File: src/rtl/ifc_reduce.sv
// ----------------------------------------------------------------------------
// ifc_reduce
//   Merges NCH independent en/rdy input channels into one result channel.
//   Each channel is buffered in its own DEPTH-entry FIFO so producers may run
//   skewed; a result is formed only when every FIFO holds at least one word.
//   The heads of all FIFOs are popped together and reduced by OR / AND / XOR
//   or modulo-2^WIDTH ADD into a single registered output word.
//
// Parameters
//   WIDTH  data width per channel and of the result
//   NCH    number of input channels (2..16)
//   DEPTH  per-channel FIFO depth (power of two, >= 2)
//
// Ports
//   CLK      clock, all state updates on the rising edge
//   RST_N    synchronous active-low reset
//   mode     reduction select: 0 OR, 1 AND, 2 XOR, 3 ADD (sampled on fire)
//   in_data  channel i at bits [i*WIDTH +: WIDTH]
//   in_en    per-channel enqueue strobe (ignored while in_rdy[i] = 0)
//   in_rdy   per-channel FIFO not full (registered state only)
//   y_en     result dequeue strobe (ignored while y_rdy = 0)
//   y_data   current result word
//   y_rdy    result register holds a valid word
// ----------------------------------------------------------------------------
module ifc_reduce #(
  parameter int WIDTH = 8,
  parameter int NCH   = 4,
  parameter int DEPTH = 2
) (
  input  logic                   CLK,
  input  logic                   RST_N,
  input  logic [1:0]             mode,
  input  logic [NCH*WIDTH-1:0]   in_data,
  input  logic [NCH-1:0]         in_en,
  output logic [NCH-1:0]         in_rdy,
  input  logic                   y_en,
  output logic [WIDTH-1:0]       y_data,
  output logic                   y_rdy
);

  localparam int PW = $clog2(DEPTH);
  localparam int CW = $clog2(DEPTH + 1);

  typedef logic [PW-1:0] ptr_t;
  typedef logic [CW-1:0] cnt_t;

  typedef enum logic [1:0] {
    MODE_OR  = 2'd0,
    MODE_AND = 2'd1,
    MODE_XOR = 2'd2,
    MODE_ADD = 2'd3
  } mode_e;

  logic [WIDTH-1:0] mem [NCH][DEPTH];
  ptr_t             wr_ptr [NCH];
  ptr_t             rd_ptr [NCH];
  cnt_t             count  [NCH];

  logic [NCH-1:0]   push;
  logic [NCH-1:0]   nonempty;
  logic             fire;
  logic [WIDTH-1:0] head;
  logic [WIDTH-1:0] result;
  mode_e            mode_sel;

  assign mode_sel = mode_e'(mode);

  // Handshake decode. in_rdy depends only on registered counts, so there is
  // no combinational path from y_en or in_en to in_rdy. A full channel that
  // also pops this cycle still refuses the push.
  // NOTE: every signal driven from always_comb gets a default first so that
  // no path leaves it unassigned and no latch is inferred.
  always_comb begin
    in_rdy   = '0;
    nonempty = '0;
    push     = '0;
    for (int i = 0; i < NCH; i++) begin
      in_rdy[i]   = (count[i] != cnt_t'(DEPTH));
      nonempty[i] = (count[i] != '0);
      push[i]     = in_en[i] && in_rdy[i];
    end
  end

  // A result forms only when every channel has a head word and the output
  // register is either empty or being drained this cycle.
  assign fire = (&nonempty) && (!y_rdy || y_en);

  // Reduction across the current FIFO heads; ADD wraps modulo 2^WIDTH.
  always_comb begin
    result = (mode_sel == MODE_AND) ? '1 : '0;
    head   = '0;
    for (int i = 0; i < NCH; i++) begin
      head = mem[i][rd_ptr[i]];
      unique case (mode_sel)
        MODE_OR:  result = result | head;
        MODE_AND: result = result & head;
        MODE_XOR: result = result ^ head;
        MODE_ADD: result = result + head;
      endcase
    end
  end

  // Pointers, counts and the output register.
  // NOTE: sequential state uses non-blocking assignments so every register
  // sees the pre-edge values of its neighbours, independent of block order.
  always_ff @(posedge CLK) begin
    if (!RST_N) begin
      for (int i = 0; i < NCH; i++) begin
        wr_ptr[i] <= '0;
        rd_ptr[i] <= '0;
        count[i]  <= '0;
      end
      y_rdy  <= 1'b0;
      y_data <= '0;
    end else begin
      for (int i = 0; i < NCH; i++) begin
        if (push[i]) begin
          wr_ptr[i] <= wr_ptr[i] + ptr_t'(1);
        end
        if (fire) begin
          rd_ptr[i] <= rd_ptr[i] + ptr_t'(1);
        end
        // Simultaneous push and pop leaves the occupancy unchanged.
        unique case ({push[i], fire})
          2'b10:   count[i] <= count[i] + cnt_t'(1);
          2'b01:   count[i] <= count[i] - cnt_t'(1);
          default: count[i] <= count[i];
        endcase
      end

      if (fire) begin
        y_data <= result;
        y_rdy  <= 1'b1;
      end else if (y_en) begin
        // Consumed with nothing to replace it: data holds, valid drops.
        y_rdy <= 1'b0;
      end
    end
  end

  // FIFO storage.
  // NOTE: the data array is deliberately not reset; occupancy counts alone
  // decide which entries are meaningful, so clearing storage buys nothing.
  always_ff @(posedge CLK) begin
    for (int i = 0; i < NCH; i++) begin
      if (push[i]) begin
        mem[i][wr_ptr[i]] <= in_data[i*WIDTH +: WIDTH];
      end
    end
  end

endmodule

File: config.mk
export PLATFORM = sky130hd
export DESIGN_NAME = ifc_reduce
export DESIGN_NICKNAME = d
export VERILOG_FILES = /design/src/rtl/ifc_reduce.sv
export SDC_FILE = /design/constraint.sdc
export NUM_CORES = 1
export LEC_CHECK = 0
export CORE_MARGIN = 1
export CORE_UTILIZATION = 50
export DETAILED_ROUTE_END_ITERATION = 6
export PLACE_DENSITY_LB_ADDON = 0.3
export SETUP_SLACK_MARGIN = 0.02
export SLEW_MARGIN = 30
export SYNTH_ARGS = -nofsm -noshare
export SYNTH_HDL_FRONTEND = slang
export SYNTH_SLANG_ARGS = --single-unit
File: constraint.sdc
create_clock -name CLK -period 9.35 [get_ports CLK]
set_input_delay 1.87 -clock CLK [delete_from_list [all_inputs] [get_ports CLK]]
set_output_delay 1.87 -clock CLK [all_outputs]
set_load 0.03 [all_outputs]
* Word-level counts from Yosys, hierarchy flattened
Memory sizes are Yosys's and may differ from the RTL's. Index checks and enable logic that the tools add are counted.
Cells by class: multiplexer cells 103, shifts and indexed selects 0, magnitude comparators 12, $add $sub $neg 20, eq/ne operators 15, div/mod/pow operators 0, $mul 0, reductions and logical operators 22, bitwise gates (word level) 40
Operator list (count):
- $mux W8 | 17
- $pmux W8 S4 | 4
- $mux W16 | 4
- $mux W1 | 62
- $add A8 B8 Y8 | 4
- $and A8 B8 Y8 | 4
- $demux W8 S1 | 4
- $or A8 B8 Y8 | 4
- $xor A8 B8 Y8 | 4
- $mux W2 | 12
- $or A1 B1 Y1 | 20
- $ge A2 B2 Y1 const B | 8
- $not A1 Y2 | 8
- $eq A2 B2 Y1 const B | 6
- $eq A2 B1 Y1 const B | 5
- $reduce_bool A2 Y1 | 5
- $logic_and A1 B1 Y1 | 9
- $add A1 B1 Y1 const B | 8
- $add A2 B1 Y2 const B | 4
- $lt A2 B1 Y1 const B | 4
- $ne A2 B2 Y1 const B | 4
- $reduce_or A2 Y1 | 4
- $sub A2 B1 Y2 const B | 4
- $reduce_and A4 Y1 | 1
- 3 further kinds | 3
Word-level totals: register bits 9, memory bits (writable) 80, ROM bits 0, logic and storage cells 218, latch bits 0, bits of input ports 41, memories 4
Memories:
- mem | depth 4, width 16, read ports 4, clocked after memory_dff 0, wr ports 4, line 54 | logic [WIDTH-1:0] mem [NCH][DEPTH];
- count | depth 4, width 2, read ports 4, clocked after memory_dff 0, wr ports 4, line 57 | cnt_t count [NCH];
- rd_ptr | depth 4, width 1, read ports 4, clocked after memory_dff 0, wr ports 4, line 56 | ptr_t rd_ptr [NCH];
- wr_ptr | depth 4, width 1, read ports 4, clocked after memory_dff 0, wr ports 4, line 55 | ptr_t wr_ptr [NCH];

* Logic depth before layout (Yosys ltp)
Gate-level depths: netlist (run 1).
depth after elaboration 12, mapped depth 31, depth with buffers taken out 30

* Worst setup path before layout (run 1)
OpenSTA, ideal clock, no wires.
path kind input-to-reg, start input port mode[0], end register y_data[7], slack 1.384 ns, library setup time 0.092 ns, cell stages on the path 27, data required time 9.258 ns, path buffers 2, data arrival time 7.874 ns, path through clkbuf_1 > clkbuf_1 > nand2_1 > inv_1 > ha_1 > fa_1 > inv_1 > a21oi_1 > o22a_1 > ha_1 > a21o_1 > a21o_1 > and3_1 > a41oi_2 > mux2_1 > or2_1 > ha_1 > or4_1 > o211ai_1 > a21oi_1 > xnor2_1 > mux2i_1 > ha_1 > nand2_1 > o22ai_1 > or4_1 > o32ai_1
On the way: longest elaborated chain between the ends 10, elaborated cells between the ends (all ways) 25, classes of those cells add/sub: 4; eq/ne: 3; mux: 5; bitwise: 12; reduce/logical: 1
RTL lines:
- start: declaration | line 32 | input logic [1:0] mode,
- $eq A2 B1 Y1 | line 90, 94
- $mux W8 | line 90 | result = (mode_sel == MODE_AND) ? '1 : '0;
- $add A8 B8 Y8, or another cell as far along | line 98 | MODE_ADD: result = result + head;
- $pmux W8 S4 | line 94 | unique case (mode_sel)
- $add A8 B8 Y8, or another cell as far along | line 98
- $pmux W8 S4 | line 94
- $add A8 B8 Y8, or another cell as far along | line 98
- $pmux W8 S4 | line 94
- $add A8 B8 Y8, or another cell as far along | line 98
- $pmux W8 S4 * | line 94
- end signal: assignment | line 132 | y_data <= result;
- end: declaration | line 37 | output logic [WIDTH-1:0] y_data,
Every way passes the cells marked *; elsewhere a longest branch is shown, timed or not. A chain may end at the register's enable or synchronous reset.

* Worst setup path in the final report (run 1)
start input port mode[1], end register y_data[7]
Same word-level chain as after synthesis.

==> results of run 1 <==
-- registers in the layout (all words and copies together) (netlist names) --
register / count
y_data: 8
rd_ptr: 4
mem: 64
count: 8
wr_ptr: 4
y_rdy: 1
-- through the flow --
stage               cells  instance area (sq um)
floorplan             622                   6330
global placement      824                   7000
detailed placement    824                   7000
CTS                   840                   7290
global route          840                   7290
finish                840                   7290
-- cell type report --
| cell class | instances | area, sq um | area share |
|---|---|---|---|
| timing repair buffer | 56 | 548 | 0.0752 |
| inverter | 83 | 312 | 0.0427 |
| sequential | 89 | 2520 | 0.346 |
| clock buffer | 10 | 229 | 0.0314 |
| clock inverter | 6 | 58.8 | 0.00806 |
| multi-input combinational | 428 | 3410 | 0.468 |
| tap | 168 | 210 | 0.0288 |
-- metal layers --
| layer | wire length, um | GRT usage | part of all wire |
|---|---|---|---|
| met4 | 275 | 0.0840 | 0.021 |
| met2 | 6730 | 0.379 | 0.50 |
| met5 | 0 | 0 | 0 |
| met1 | 5900 | 0.273 | 0.44 |
| met3 | 473 | 0.0439 | 0.035 |
-- cells in the final DEF (no fill, tap or decap), drive strengths merged, types with 20 or more instances in the layout --
cell type / count
nor2: 51
edfxtp: 74
nand2: 39
clkdlybuf4s50: 52
nor3: 20
mux2: 24
ha: 78
inv: 84
o21ai: 23
mux2i: 33
a21oi: 25
-- critical path, cell delays in order --
cell	delay, ns
clkdlybuf4s50_1	0.50
inv_1	0.07
nand2_1	0.27
inv_1	0.34
ha_1	0.36
fa_1	0.41
nand2_1	0.10
nand2b_1	0.06
a21oi_1	0.21
nand2b_1	0.13
a32oi_1	0.12
o21a_1	0.21
ha_1	0.38
and3_1	0.22
a41oi_2	0.22
mux2_1	0.37
or2_1	0.22
ha_1	0.26
or4_1	0.53
o211ai_1	0.11
a21oi_1	0.08
xnor2_1	0.20
mux2i_1	0.10
ha_1	0.34
nand2_1	0.07
o22ai_1	0.09
or4_1	0.40
o32ai_1	0.22
-- path summary, 6_finish.rpt --
path	startpoint	endpoint	slack (ns)	depth (start not counted)
max	mode[1]	y_data[7]	1.15	28
min	y_data[2]	y_data[2]	0.47	2
max reg2reg	rd_ptr[0]	y_data[7]	2.93	26
min reg2reg	y_data[2]	y_data[2]	0.47	2
-- power by group through the flow --
stage	clock (W)	sequential [W]	combinational, W
finish	0.000354	0.000592	0.00124
global route	0.000375	0.000605	0.00140
CTS	0.000361	0.000593	0.00124
detailed placement	0	0.000600	0.00123
global placement	0	0.000596	0.00118
floorplan	0	0.000591	0.000942
-- logic make-up (layout without fill, tap and decap cells) --
family	after synthesis	after routing
muxes	61	61
AOI/OAI and AO/OA	107	107
DFF	89	89
buffers and inverters	105	155
xor gates and xnor gates	19	19
and+or+nand+nor	159	159
adders and majority gates	82	82
==> impl_metrics.json, run 1 <==
{
  "via_per_inst": 5.43,
  "finalHoldViolations": 0,
  "die_w_um": 115,
  "layout_setup_ws_ns": 1.15,
  "grt_pass1_vias": 4752,
  "fin_nets": 790,
  "avgSynthCellArea_sq_um": 10.2,
  "wl_per_cell_um": 15.9,
  "hold_ws_ns": 0.470,
  "vias": 4562,
  "switching_share": 0.413,
  "drc": 0,
  "ios": 54,
  "cts_resized": 0,
  "critPathKind": "input port to flip-flop",
  "syn_area_sq_um": 6330,
  "report.final.slew_viol_count": 0,
  "synth_edf_count": 74,
  "core_area_sq_um": 12200,
  "critPathLaunchType": "input port",
  "synth_compound_area_frac": 0.113,
  "p_seq_frac": 0.270,
  "dp_hpwl_mm": 10.1,
  "p_switching_w": 0.000904,
  "drt_pass1_iterations": 5,
  "wl_mm": 13.4,
  "numCtsBuffers": 9,
  "grt_max_degree": 70,
  "yosysSeqAreaShare": 0.398,
  "row_count": 40,
  "synthAdderAreaFrac": 0.167,
  "synth_xor_xnor_area_share": 0.0263,
  "synthMostInstantiatedCell": "inv_1",
  "cp.required_ns": 9.61,
  "area_growth_pct": 15.1,
  "ys_ff_latch": 89,
  "cts.sinks": 89,
  "synth_cell_types": 58,
  "antenna_found_initial": 0,
  "ys_warn_count": 0,
  "tns_ns": 0,
  "fillCellCount": 1035,
  "final_core_util": 0.600,
  "synth_area_leaders": "edfxtp_1 (35%), ha_1 (15%), mux2i_1 (5.2%)",
  "clock_latency_ns": 0.35,
  "place_ws_ns": 0.885,
  "yosysTopAreaCellShare": 0.351,
  "antenna_left": 0,
  "grt_first_pass_wirelength_mm": 22.3,
  "fp.dieH_um": 115,
  "drt_iter0_markers": 254,
  "clkPwrFrac": 0.162,
  "min_path_type": "flip-flop to flip-flop",
  "synth_top_cells_by_count": "inv_1 (83), ha_1 (78), edfxtp_1 (74)",
  "post_cts_buffers": 0,
  "ys_async_sr_fraction": 0,
  "internal_power_w": 0.00129,
  "htreeDepth": 3,
  "grt_use_total": 0.221,
  "synth_top_family_by_area": "adder cells",
  "clkTransAtPathRegs_ns": 0.06,
  "syn_inst": 622,
  "synthSimpleGateAreaFrac": 0.123,
  "muxShareOfSynthArea": 0.109,
  "maxCapViolCount": 0,
  "end_kind": "flip-flop",
  "rsz0062_at_grt": "no",
  "grt_overflow": 0,
  "worstPathMaxFanout": 14,
  "clk_path_buf_depth": 2,
  "fin_skew_ns": 0.00602,
  "run_status": "finished clean",
  "initial_core_util": 0.521,
  "fmax_mhz": 122,
  "min_period_over_period": 0.877,
  "holdBufCountCts": 0,
  "root_buffer": "clkbuf_16",
  "antennaDiodeCount": 0,
  "powerDensity_nw_per_um2": 300,
  "tightest_slew_ns": 0.841,
  "port_buffers": 53,
  "synth_nets": 745,
  "dieArea_sq_um": 13100,
  "cts_tree": "yes",
  "cp.arrival_ns": 8.45,
  "synth_top_flop_cell": "edfxtp_1",
  "drive_gt1_frac": 0.0759,
  "period_needed_ns": 8.20,
  "leakage_nw": 3.15,
  "peakVddDrop_mv": 0.151,
  "yosys.area.top_type": "edfxtp_1",
  "slew_headroom": 0.438,
  "power_frac_comb": 0.568,
  "setup_viol": 0,
  "gp_congestion": 0.885,
  "total_power_w": 0.00219
}
No activity file was read; power rests on OpenSTA's default activity.
==> inputs of run 2 (changes only) <==
--- a/config.mk
+++ b/config.mk
@@ -10,7 +10,6 @@
 export DETAILED_ROUTE_END_ITERATION = 6
 export PLACE_DENSITY_LB_ADDON = 0.3
 export SETUP_SLACK_MARGIN = 0.02
-export SLEW_MARGIN = 30
 export SYNTH_ARGS = -nofsm -noshare
 export SYNTH_HDL_FRONTEND = slang
 export SYNTH_SLANG_ARGS = --single-unit
==> results of run 2 <==
Final layout, timing and power as in run 1 (identical DEF).
==> inputs of run 3 (changes only) <==
--- a/config.mk
+++ b/config.mk
@@ -9,7 +9,6 @@
 export CORE_UTILIZATION = 50
 export DETAILED_ROUTE_END_ITERATION = 6
 export PLACE_DENSITY_LB_ADDON = 0.3
-export SETUP_SLACK_MARGIN = 0.02
 export SYNTH_ARGS = -nofsm -noshare
 export SYNTH_HDL_FRONTEND = slang
 export SYNTH_SLANG_ARGS = --single-unit
==> results of run 3 <==
Final layout, timing and power as in run 1 (identical DEF).
